File: src/rtl/flex_counter_bank.sv
// flex_counter_bank: NUM_CH independent up/down counters with clamped load, compare match and sticky irq.
// Define COUNTER_BANK_PRESCALE_EN to gate counting with a shared divide-by-PRESCALE tick.
module flex_counter_bank #(
    parameter int NUM_CH   = 4,
    parameter int WIDTH    = 24,
    parameter int PRESCALE = 16
) (
    input  logic                          CLK,
    input  logic                          RST,
    input  logic [NUM_CH-1:0]             enable,
    input  logic [NUM_CH-1:0]             clear,
    input  logic [NUM_CH-1:0]             up_down,
    input  logic [NUM_CH-1:0]             load,
    input  logic [NUM_CH-1:0][WIDTH-1:0]  load_val,
    input  logic [NUM_CH-1:0][WIDTH-1:0]  rollover_val,
    input  logic [NUM_CH-1:0][WIDTH-1:0]  flag_compare,
    input  logic [NUM_CH-1:0]             irq_clear,
    output logic [NUM_CH-1:0][WIDTH-1:0]  count,
    output logic [NUM_CH-1:0]             match_flag,
    output logic [NUM_CH-1:0]             rollover_flag,
    output logic [NUM_CH-1:0]             irq
);
    if (NUM_CH < 1 || NUM_CH > 8 || WIDTH < 2 || WIDTH > 32 || PRESCALE < 1 || PRESCALE > 65536) begin : g_bad_cfg
        $error("flex_counter_bank: parameter out of range");
    end
    logic tick;
`ifdef COUNTER_BANK_PRESCALE_EN
    localparam int PW = (PRESCALE > 1) ? $clog2(PRESCALE) : 1;
    localparam logic [PW-1:0] LAST = PW'(PRESCALE - 1);
    logic [PW-1:0] div;
    always_ff @(posedge CLK or posedge RST)
        if (RST) div <= '0;
        else div <= (div == LAST) ? '0 : div + 1'b1;
    assign tick = div == LAST;
`else
    assign tick = 1'b1;
`endif
    for (genvar c = 0; c < NUM_CH; c++) begin : g_ch
        logic [WIDTH-1:0] cnt, rv, nxt;
        logic step, wrap, match, match_d, roll, irq_r;
        assign rv   = rollover_val[c];
        assign step = enable[c] && tick && !clear[c] && !load[c];
        // >= on the up path also wraps a count stranded above a lowered rollover_val
        assign wrap = step && (up_down[c] ? cnt >= rv : cnt == '0);
        always_comb
            nxt = clear[c] ? '0 :
                  load[c]  ? ((load_val[c] > rv) ? rv : load_val[c]) :
                  !step    ? cnt :
                  wrap     ? (up_down[c] ? '0 : rv) :
                  up_down[c] ? cnt + 1'b1 : cnt - 1'b1;
        always_ff @(posedge CLK or posedge RST)
            if (RST) begin
                cnt     <= '0;
                match   <= 1'b0;
                match_d <= 1'b0;
                roll    <= 1'b0;
                irq_r   <= 1'b0;
            end else begin
                cnt     <= nxt;
                match   <= nxt == flag_compare[c];
                match_d <= match;
                roll    <= wrap;
                irq_r   <= (match & ~match_d) | (irq_r & ~irq_clear[c]);
            end
        assign count[c]         = cnt;
        assign match_flag[c]    = match;
        assign rollover_flag[c] = roll;
        assign irq[c]           = irq_r;
    end
endmodule

File: config.mk
export PLATFORM = sky130hd
export DESIGN_NAME = flex_counter_bank
export DESIGN_NICKNAME = d
export VERILOG_FILES = /design/src/rtl/flex_counter_bank.sv
export SDC_FILE = /design/constraint.sdc
export NUM_CORES = 1
export LEC_CHECK = 0
export CORE_AREA = 2 2 185 187
export DETAILED_ROUTE_END_ITERATION = 8
export DIE_AREA = 0 0 187 189
export PLACE_DENSITY_LB_ADDON = 0.15
export SYNTH_ARGS = -nofsm -noshare
export SYNTH_HDL_FRONTEND = slang
export SYNTH_SLANG_ARGS = --single-unit
export TNS_END_PERCENT = 1
File: constraint.sdc
create_clock -name CLK -period 9.4 [get_ports CLK]
set_input_delay 1.88 -clock CLK [delete_from_list [all_inputs] [get_ports CLK]]
set_output_delay 1.88 -clock CLK [all_outputs]
set_load 0.1 [all_outputs]
==> reports/metrics.csv <==
stage,metric,value,unit
sta,setup_ws,2100,ps
clock_network,root_buffer,clkbuf_16,
clock_network,numCtsBuffers,9,
route,drt_wl_total,80900,µm
sta,period_minus_slack,7300,ps
layout,areaGrowthSynthToFinish,25.8,%
global_routing,grt_pass1_vias,21900,
logic_synthesis,ys_seq_elements,112,
route,wire_per_inst,24.9,µm
power_and_ir_drop,pwr-share-clk,16.5,%
place,io_buffers,417,
floorplan,die-area,0.0353,mm²
logic_synthesis,synth-seq-area-share,15.0,%
layout,final_util,70.6,%
sta,fin_crit_sh,77.7,%
logic_synthesis,syn_inst,2445,
power_and_ir_drop,sequentialPowerShare,22.1,%
logic_synthesis,synth_nets,3039,
clock_network,post-cts-setup-buffers,0,
setup_path,worst_r2r_endpoint,g_ch[1].match,
sta,fmax,137,MHz
route,dr.pass1.iters,6,
floorplan,die_w,187,µm
layout,ff_latch_area,0.00280,mm²
clock_network,cts_resized,0,
global_routing,grt_max_degree,68,
setup_path,cpPeakStageDelay,930,ps
clock_network,cts_sinks,112,
power_and_ir_drop,ir_drop,0.000109,V
global_routing,track_usage,43.9,%
hold_path,min-delay-start,g_ch[2].match,
power_and_ir_drop,power.density,121,mW/mm²
floorplan,start_util,56.1,%
setup_path,cp_num_buf_inv,2,
power_and_ir_drop,internal_power,1.40,mW
setup_path,r2r_cells,16,
setup_path,crit_family,compound AO/OA/AOI/OAI gates,
sta,slew_headroom,21.3,%
route,viasPerCell,7.03,
setup_path,crit_path_end_kind,flip-flop,
clock_network,clk_latency,400,ps
layout,n_fill_cell,2730,
clock_network,cts_tree,yes,
clock_network,holdBufCountCts,0,
floorplan,fp-row-count,67,
logic_synthesis,yosysTopAreaCell,ha_1,
layout,drive_gt1_share,3.07,%
setup_path,cp_data_arrival_time,7580,ps
layout,multi_input_area,0.0148,mm²
power_and_ir_drop,switching_power,1.44,mW
route,antenna_left,0,
clock_network,cts_max_level,3,
logic_synthesis,synth_warnings,0,
sta,hold_viol_final,0,
setup_path,cp.required,9680,ps
job,drv_cap,0,
layout,finalNetCount,3389,
logic_synthesis,synth_area,0.0187,mm²
place,dp_hpwl,64000,µm
hold_path,min_path_cells,0,
place,place_ws,1840,ps
sta,skew,18.0,ps
logic_synthesis,synth-async-reset-ratio,100,%
floorplan,io_pins,418,
power_and_ir_drop,fin_total_pwr,2.84,mW
power_and_ir_drop,leakage,10.6,nW
sta,tns,0,ps
setup_path,worstPathCellList,clkdlybuf4s50_1 > inv_1 > ha_1 > nand4_1 > nor3_1 > a31oi_1 > a21oi_1 > a31oi_1 > xnor2_1 > nor2_1 > a2111o_1 > a2111oi_0 > or4b_1 > nor4_2 > nand4_1 > a2111oi_2,
setup_path,worst-path-max-fanout,27,
hold_path,holdPathEnd,g_ch[2].match_d,
sta,final_max_slew_viol_count,0,
setup_path,crit-reg2reg-launch,g_ch[1].cnt[0],
hold_path,hold_class,flip-flop to flip-flop,
global_routing,antenna_found_initial,1,
logic_synthesis,synth_cell_type_count,86,
route,vias,22800,
sta,worstMarginPinSlew,1180,ps
floorplan,core_area,0.0333,mm²
sta,rsz0062_at_grt,no,
sta,hold-worst-slack,425,ps
global_routing,grt_pass1_wl,123000,µm
logic_synthesis,yosys.area.top_type_share,18.7,%
power_and_ir_drop,p_sw_share,50.8,%
logic_synthesis,avgSynthCellArea,7.64,µm²
logic_synthesis,synthFlopType,dfrtp_1,
setup_path,path_class,input pin to flip-flop,
global_routing,gr-total-overflow,0,
clock_network,path_clk_slew,80,ps
clock_network,cts_buffer_depth,2,
route,first_iter_violations,3112,
setup_path,slowest_stage,clkdlybuf4s50_1,
status,outcome,finished clean,
logic_synthesis,synth_area_leaders,"ha_1 (19%), dfrtp_1 (15%), a21oi_1 (5.6%), o21ai_0 (4.1%), mux2i_1 (3.9%)",
setup_path,start_kind,input pin,
place,routabilityCongestion,1.10,
power_and_ir_drop,share_comb_of_total_power,61.4,%
route,remaining_drc_errors,0,
logic_synthesis,synth_edf_count,0,
setup_path,rrSetupSlack,3980,ps
sta,finalSetupViolations,0,
floorplan,die_h,189,µm
kinds of logic after synthesis:
family | Yosys count | synth area share, %
AOI/OAI and AO/OA | 844 | 30.6
and+or+nand+nor | 720 | 19.0
adders and majority gates | 284 | 19.2
buffers and inverters | 280 | 5.97
xor gates and xnor gates | 120 | 5.62
DFF | 112 | 15.0
muxes | 85 | 4.63
registers in the layout, indices dropped and copies added (netlist names):
| name | cells |
|---|---|
| g_ch.cnt | 96 |
| g_ch.irq_r | 4 |
| g_ch.match | 4 |
| g_ch.roll | 4 |
| g_ch.match_d | 4 |
cell usage in the layout, fill, tap and decap left out, types with 28 or more instances in the layout:
master / Yosys / layout
nor4_1: 41 / 41
a21oi_1: 209 / 209
ha_1: 280 / 280
a21o_1: 70 / 70
nor3_1: 68 / 67
a221oi_1: 45 / 45
inv_1: 171 / 170
clkdlybuf4s50_1: 0 / 417
nand3_1: 48 / 48
xor2_1: 49 / 49
nand2_1: 181 / 181
a211oi_1: 48 / 48
nand4_1: 59 / 59
o22ai_1: 28 / 28
mux2i_1: 73 / 73
xnor2_1: 71 / 71
o21ai_0: 154 / 154
dfrtp_1: 112 / 112
nor2_1: 175 / 175
layer usage:
metal | track usage [%] | vias to the layer above | part of all wire [%]
met5 | 0 | - | 0
met4 | 24.8 | 0 | 6.3
met3 | 9.56 | 421 | 14
met2 | 69.0 | 2044 | 43
met1 | 56.0 | 10400 | 37
li1 | - | 9998 | -
cells in the mapped netlist (all sizes together) (11+ instances only):
master	n
o21ai	156
xnor2	71
nand3	48
o21bai	16
xor2	49
o211ai	27
a221oi	45
nor3	70
and3	20
o22ai	28
and2	16
nor2b	27
a2111oi	27
or2	13
mux2i	73
a21boi	12
o31ai	11
ha	280
a31oi	29
inv	171
o2111ai	13
dfrtp	112
a211oi	49
nand4	59
nand2	181
mux2	12
nor4	44
nor2	175
a21o	70
buf	23
clkbuf	82
a22oi	12
nand2b	26
a211o	14
or3	11
o21a	24
a21oi	209
how the worst max path moves through the flow:
stage | depth (start not counted) | startpoint | to
floorplan | 17 | up_down[1] | g_ch[1].match
global placement | 16 | up_down[1] | g_ch[1].match
detailed placement | 16 | up_down[1] | g_ch[1].match
CTS | 16 | up_down[1] | g_ch[1].match
global route | 16 | up_down[1] | g_ch[1].match
finish | 16 | up_down[1] | g_ch[1].match
through the flow:
step | cells | cell area (µm²)
floorplan | 2445 | 18700
global placement | 3232 | 23200
detailed placement | 3232 | 23200
CTS | 3248 | 23500
global route | 3249 | 23500
finish | 3249 | 23500
power by group through the flow:
stage	clock network, mW	registers [mW]	logic, mW
6_report	0.470	0.628	1.74
5_1_grt	0.476	0.626	1.85
4_1_cts	0.462	0.619	1.70
3_5_place_dp	0	0.628	1.69
3_3_place_gp	0	0.628	1.65
2_1_floorplan	0	0.883	0.848
layout make-up:
class                           instances  share of cell area (%)
Sequential cell                       112                    11.9
Inverter                              175                    2.81
Clock inverter                          3                   0.277
Multi-Input combinational cell       2053                    62.9
Timing Repair Buffer                  444                    18.6
Tap cell                              448                    2.39
Clock buffer                           13                    1.06
Antenna cell                            1                  0.0106
Note: power is estimated with default switching activity, not from simulation.
==> patch 1: new RTL, config.mk and constraints unchanged <==
Change the parameter `NUM_CH` from 4 to 2.
--- a/src/rtl/flex_counter_bank.sv
+++ b/src/rtl/flex_counter_bank.sv
@@ -1,7 +1,7 @@
 // flex_counter_bank: NUM_CH independent up/down counters with clamped load, compare match and sticky irq.
 // Define COUNTER_BANK_PRESCALE_EN to gate counting with a shared divide-by-PRESCALE tick.
 module flex_counter_bank #(
-    parameter int NUM_CH   = 4,
+    parameter int NUM_CH   = 2,
     parameter int WIDTH    = 24,
     parameter int PRESCALE = 16
 ) (
Ports: changed (12 resized); port bits go from 418 to 210. No check against the original RTL was run, so the function may have changed too.
==> patch 1 against the original RTL <==
- sequential cell count is 56 lower
- final cell count is 41% lower
- worst setup slack worse by 0.57 ns
- total power is 49% lower
- count of clock-buffer cells in the layout is 8 lower
- area after synthesis is 49% lower
- clock power is 47% lower
- wire length is 43% lower
- cell area is 48% lower
- critical path type unchanged
- largest power group unchanged
==> patch 1: results (changes against the original RTL) <==
multiplexer area fraction after synthesis: 0.0255 (was 0.0463)
CTS buffer count: 5 (was 9)
clock latency on the worst-skew pair: 0.33 ns (was 0.40 ns)
GRT met1 Usage: 0.355 (was 0.560)
antenna violations before repair: 0 (was 1)
Initial DRT Pass Iterations: 5 (was 6)
ys flop type: dfrtp_1 (unchanged)
layout cells sized above 1: 0.0357 (was 0.0307)
largest family of logic cells by synthesized area: compound AO/OA/AOI/OAI gates (unchanged)
Syn Nets: 1601 (was 3039)
drt first-iter violations: 1144 (was 3112)
# diodes: 0 (was 1)
Post-synth top cells: 140 x ha_1, 137 x nand2_1, 127 x a21oi_1 (was 280 x ha_1, 209 x a21oi_1, 181 x nand2_1)
ranking of synthesized cells by area: ha_1 18%, dfrtp_1 15%, a21oi_1 6.6% (was ha_1 19%, dfrtp_1 15%, a21oi_1 5.6%)
met3 capacity usage during global routing: 0.0330 (was 0.0956)
final setup fails: 0 (unchanged)
register clock-pin slew on the reported worst setup and hold paths: 0.08 ns (about the same)
post-synthesis xor/xnor area fraction: 0.0485 (was 0.0562)
CTS Buffer Depth: 2 (unchanged)
number of library cell types mapped by synthesis: 83 (was 86)
first-pass GRT wire length: 68700 um (was 123000 um)
RD Place Congestion: 0.950 (was 1.10)
DP HPWL: 36700 um (was 64000 um)
pin count of the biggest net entering global routing: 57 (was 68)
vias post-DR: 11200 (was 22800)
GRT Resource Usage Total: 0.254 (was 0.439)
H-tree depth: 2 (was 3)
VDD IR-drop max: 0.0683 mV (was 0.109 mV)
post-synthesis area per instance: 7.34 sq um (was 7.64 sq um)
Post-Synth Adder-Cell Area: 0.187 (was 0.192)
asr flop ratio synth: 1.00 (unchanged)
hold crit path type: flip-flop to flip-flop (unchanged)
compound-gate portion of the synthesized area: 0.291 (was 0.306)
PortBufs: 209 (was 417)
Worst Path Arrival: 8.02 ns (was 7.58 ns)
met2 usage in global routing: 0.406 (was 0.690)
sequential area share after synthesis: 0.146 (was 0.150)
max_slew headroom: 0.153 (was 0.213)
Final nets: 1781 (was 3389)
WL/cell: 23.9 um (was 24.9 um)
clock skew: 0.0199 ns (was 0.0180 ns)
number of flip-flops in the largest register: 48 (was 96)
Resized Gates After CTS: 0 (unchanged)
status: complete, no violations (unchanged)
Leak: 5.31 nW (was 10.6 nW)
## patch 1: critical path: stages
cell             delay [ns]
clkdlybuf4s50_1        0.94
inv_1                  0.70
ha_1                   0.52
a211oi_1               0.25
o21ai_0                0.22
o211ai_1               0.40
and2_1                 0.24
o21ai_0                0.14
a21boi_0               0.51
a31oi_1                0.21
xnor2_1                0.47
o2111ai_1              0.31
nor4_1                 0.44
nand4_1                0.20
a2111oi_0              0.59
## patch 1: kinds of logic (layout without fill, tap and decap cells)
family,Yosys count,count (layout)
buf+inv,139,320
mux,24,24
xor+xnor,53,53
compound gates,422,422
flops,56,56
simple gates,467,467
fa+ha+maj,142,142
## patch 1: worst paths after layout
path / start / end / slack [ns] / depth (start not counted)
setup reg to reg: g_ch[0].cnt[22]$_DFF_PP0_ / g_ch[0].match$_DFF_PP0_ / 3.92 / 14
hold / removal: g_ch[0].match$_DFF_PP0_ / g_ch[0].match_d$_DFF_PP0_ / 0.42 / 0
hold reg to reg: g_ch[0].match$_DFF_PP0_ / g_ch[0].match_d$_DFF_PP0_ / 0.42 / 0
min in group asynchronous: RST / g_ch[0].cnt[13]$_DFF_PP0_ / 2.14 / 3
max in group asynchronous: RST / g_ch[0].cnt[1]$_DFF_PP0_ / 6.66 / 3
setup / recovery: up_down[0] / g_ch[0].match$_DFF_PP0_ / 1.53 / 15
## patch 1: layout make-up
class                      count  area, sq um
inverter                      85          319
clock inverter                 3         46.3
sequential                    56         1400
timing repair buffer         227         2220
multi-input combinational   1108         7610
clock buffer                   5          125
tap                          448          561
fill                        3620        21000
## patch 1: power breakdown
group / switching [W] / internal (W) / total [W]
sequential: 0.0000518 / 0.000261 / 0.000313
combinational: 0.000576 / 0.000317 / 0.000893
clock: 0.000120 / 0.000128 / 0.000248
## patch 1: layer usage
layer	up-vias	part of all wire
li1	5275	-
met1	5405	0.46
met2	475	0.44
met3	74	0.066
met4	0	0.027
met5	-	0
## patch 1: per-stage QoR
step	cell area (sq um)	utilization	std cells	worst slack (ns)
finish	12300	0.369	1932	1.53
global route	12300	0.369	1932	1.13
CTS	12300	0.369	1932	1.82
detailed placement	12100	0.364	1924	1.51
global placement	12100	0.364	1924	1.32
floorplan	9570	-	1303	3.26
==> patch 2: new RTL, config.mk and constraints unchanged <==
Without the edit above. Register the input `enable` before use, cleared by the reset. The logic sees it one clock later. The other inputs are not delayed to match.
--- a/src/rtl/flex_counter_bank.sv
+++ b/src/rtl/flex_counter_bank.sv
@@ -20,6 +20,17 @@
     output logic [NUM_CH-1:0]             rollover_flag,
     output logic [NUM_CH-1:0]             irq
 );
+
+    logic [NUM_CH-1:0] enable_q;
+
+    always_ff @(posedge CLK or posedge RST) begin
+        if (RST) begin
+            enable_q <= '0;
+        end else begin
+            enable_q <= enable;
+        end
+    end
+
     if (NUM_CH < 1 || NUM_CH > 8 || WIDTH < 2 || WIDTH > 32 || PRESCALE < 1 || PRESCALE > 65536) begin : g_bad_cfg
         $error("flex_counter_bank: parameter out of range");
     end
@@ -39,7 +50,7 @@
         logic [WIDTH-1:0] cnt, rv, nxt;
         logic step, wrap, match, match_d, roll, irq_r;
         assign rv   = rollover_val[c];
-        assign step = enable[c] && tick && !clear[c] && !load[c];
+        assign step = enable_q[c] && tick && !clear[c] && !load[c];
         // >= on the up path also wraps a count stranded above a lowered rollover_val
         assign wrap = step && (up_down[c] ? cnt >= rv : cnt == '0);
         always_comb
Behaviour: not the same (Yosys sat finds a counterexample within 4 cycles, from zero or initial values and one cycle with RST high).
==> patch 2 against the original RTL <==
- the flow now finishes with violations (DRC)
- critical path depth is the same
- area after synthesis grew 0.62%
- worst setup slack gained 0.23 ns
- highest routed layer unchanged
- critical path type unchanged
- count of clock-buffer cells in the layout is 10 higher
- wire length increased by 2.1%
- sequential cell count increased by 4
- total power increased by 10%
- cell area increased by 1.8%
==> patch 2: results (changes against the original RTL) <==
CTS Buffer Depth: 2 (unchanged)
CP max FO: 25 (was 27)
pin count of the biggest net entering global routing: 63 (was 68)
Reg with most FFs: g_ch.cnt (unchanged)
Critical Path Max Stage Delay: 1.03 ns (was 0.93 ns)
Syn Nets: 3045 (was 3039)
Critical-path top delay cell: clkdlybuf4s50_1 (unchanged)
first-pass GRT wire length: 127000 um (was 123000 um)
Synth Instances: 2451 (was 2445)
Post-synth top cells: 280 x ha_1, 198 x a21oi_1, 180 x inv_1 (was 280 x ha_1, 209 x a21oi_1, 181 x nand2_1)
vias in the first global route: 23000 (was 21900)
VDD IR-drop max: 0.138 mV (was 0.109 mV)
critical path's top delay family: compound AO/OA/AOI/OAI gates (unchanged)
DR vias/cell: 7.09 (was 7.03)
DP HPWL: 64700 um (was 64000 um)
Placed Cells: 3246 (was 3232)
GRT Resource Usage Total: 0.452 (was 0.439)
Syn. warnings: 0 (unchanged)
Slew @ Worst Pin: 1.12 ns (was 1.18 ns)
root buf cell: clkbuf_16 (unchanged)
number of flip-flops in the largest register: 96 (unchanged)
number of library cell types mapped by synthesis: 89 (was 86)
Resized Gates After CTS: 0 (unchanged)
register clock-pin slew on the reported worst setup and hold paths: 0.06 ns (was 0.08 ns)
Leak: 10.8 nW (was 10.6 nW)
drt first-iter violations: 3178 (was 3112)
Initial DRT Pass Iterations: 9 (was 6)
ys flop type: dfrtp_1 (unchanged)
layout cells sized above 1: 0.0396 (was 0.0307)
hold crit path type: flip-flop to flip-flop (unchanged)
ranking of synthesized cells by area: ha_1 19%, dfrtp_1 15%, a21oi_1 5.3% (was ha_1 19%, dfrtp_1 15%, a21oi_1 5.6%)
post-CTS setup buffers: 0 (unchanged)
clock latency on the worst-skew pair: 0.45 ns (was 0.40 ns)
PortBufs: 417 (unchanged)
WL final: 82600 um (was 80900 um)
sequential area share after synthesis: 0.154 (was 0.150)
FILL cells: 2660 (was 2730)
failing checks: DRC
clock skew: 0.00905 ns (was 0.0180 ns)
asr flop ratio synth: 1.00 (unchanged)
WL/cell: 25.2 um (was 24.9 um)
H-tree depth: 4 (was 3)
antenna violations before repair: 3 (was 1)
status: finished, violations left (was complete, no violations)
Worst Path Arrival: 7.43 ns (was 7.58 ns)
sw power: 0.00151 W (was 0.00144 W)
RD Place Congestion: 1.05 (was 1.10)
Final nets: 3411 (was 3389)
CTS buffer count: 17 (was 9)
r2r setup slk: 4.34 ns (was 3.98 ns)
DRC: 11 (was 0)
## patch 2: changes by cell type after synthesis, moves of 8 or more
cell       delta
nand3_1      +24
o22ai_1       -8
nor4_1       +13
a21o_1       +10
a221oi_1     -13
a2111oi_0     -9
clkbuf_1      -8
mux2i_1      -17
or2_2         -8
inv_1         +9
a21oi_1      -11
## patch 2: layout make-up
type / count / share of cell area
multi-input cells: 2051 / 0.616
repair buffers: 449 / 0.184
flip-flops and latches: 116 / 0.121
inverters: 182 / 0.0288
well taps: 448 / 0.0234
clock buffers: 23 / 0.0204
clock inverters: 9 / 0.00523
diodes: 2 / 0.000209
## patch 2: kinds of logic (layout without fill, tap and decap cells)
group                      after synthesis  after routing  synth area share
other                                    0              2                 0
and+or+nand+nor                        749            749             0.198
muxes                                   71             71            0.0388
buffers and inverters                  284            663            0.0615
AOI/OAI and AO/OA                      831            831             0.303
adders and majority gates              284            284             0.191
DFF                                    116            116             0.154
xor gates and xnor gates               116            116            0.0540
## patch 2: power by group through the flow
stage	Combinational (W)	Clock, W	Sequential (W)
2_1_floorplan	0.000850	0	0.000905
3_3_place_gp	0.00164	0	0.000657
3_5_place_dp	0.00168	0	0.000657
4_1_cts	0.00169	0.000720	0.000648
5_1_grt	0.00185	0.000738	0.000656
6_report	0.00174	0.000729	0.000659
## patch 2: routing by layer
layer / vias up / GRT usage / routed length, um
li1: 10100 / - / -
met1: 10800 / 0.554 / 30700
met2: 1912 / 0.722 / 36100
met3: 455 / 0.113 / 10600
met4: 0 / 0.260 / 5200
met5: - / 0 / 0
## patch 2: worst reg2reg max path: cells and delay by family (launching register included)
family | cells | cell delay (ns)
flip-flops | 1 | 0.51
adder cells (fa/ha/maj) | 1 | 0.36
AND/OR/NAND/NOR | 7 | 1.85
AO/OA/AOI/OAI | 5 | 2.04
XOR/XNOR | 1 | 0.23
## patch 2: through the flow
step                utilization  setup WS (ns)  instance area (sq um)  hold WS (ns)
floorplan                     -           2.89                  18800         0.375
global placement          0.700           2.24                  23300         0.393
detailed placement        0.700           2.10                  23300         0.396
CTS                       0.719           2.52                  23900         0.411
global route              0.719           2.05                  23900         0.418
finish                    0.719           2.33                  23900         0.410
## patch 2: worst paths after layout
check / start / to / cells after the start
min in group asynchronous: RST / g_ch[2].cnt[18]$_DFF_PP0_ / 2
worst max-delay path: up_down[2] / g_ch[2].match$_DFF_PP0_ / 16
worst min register to register: g_ch[1].match$_DFF_PP0_ / g_ch[1].match_d$_DFF_PP0_ / 0
max in group asynchronous: RST / g_ch[1].cnt[13]$_DFF_PP0_ / 3
worst min-delay path: g_ch[1].match$_DFF_PP0_ / g_ch[1].match_d$_DFF_PP0_ / 0
worst max register to register: g_ch[1].cnt[22]$_DFF_PP0_ / g_ch[1].match$_DFF_PP0_ / 14
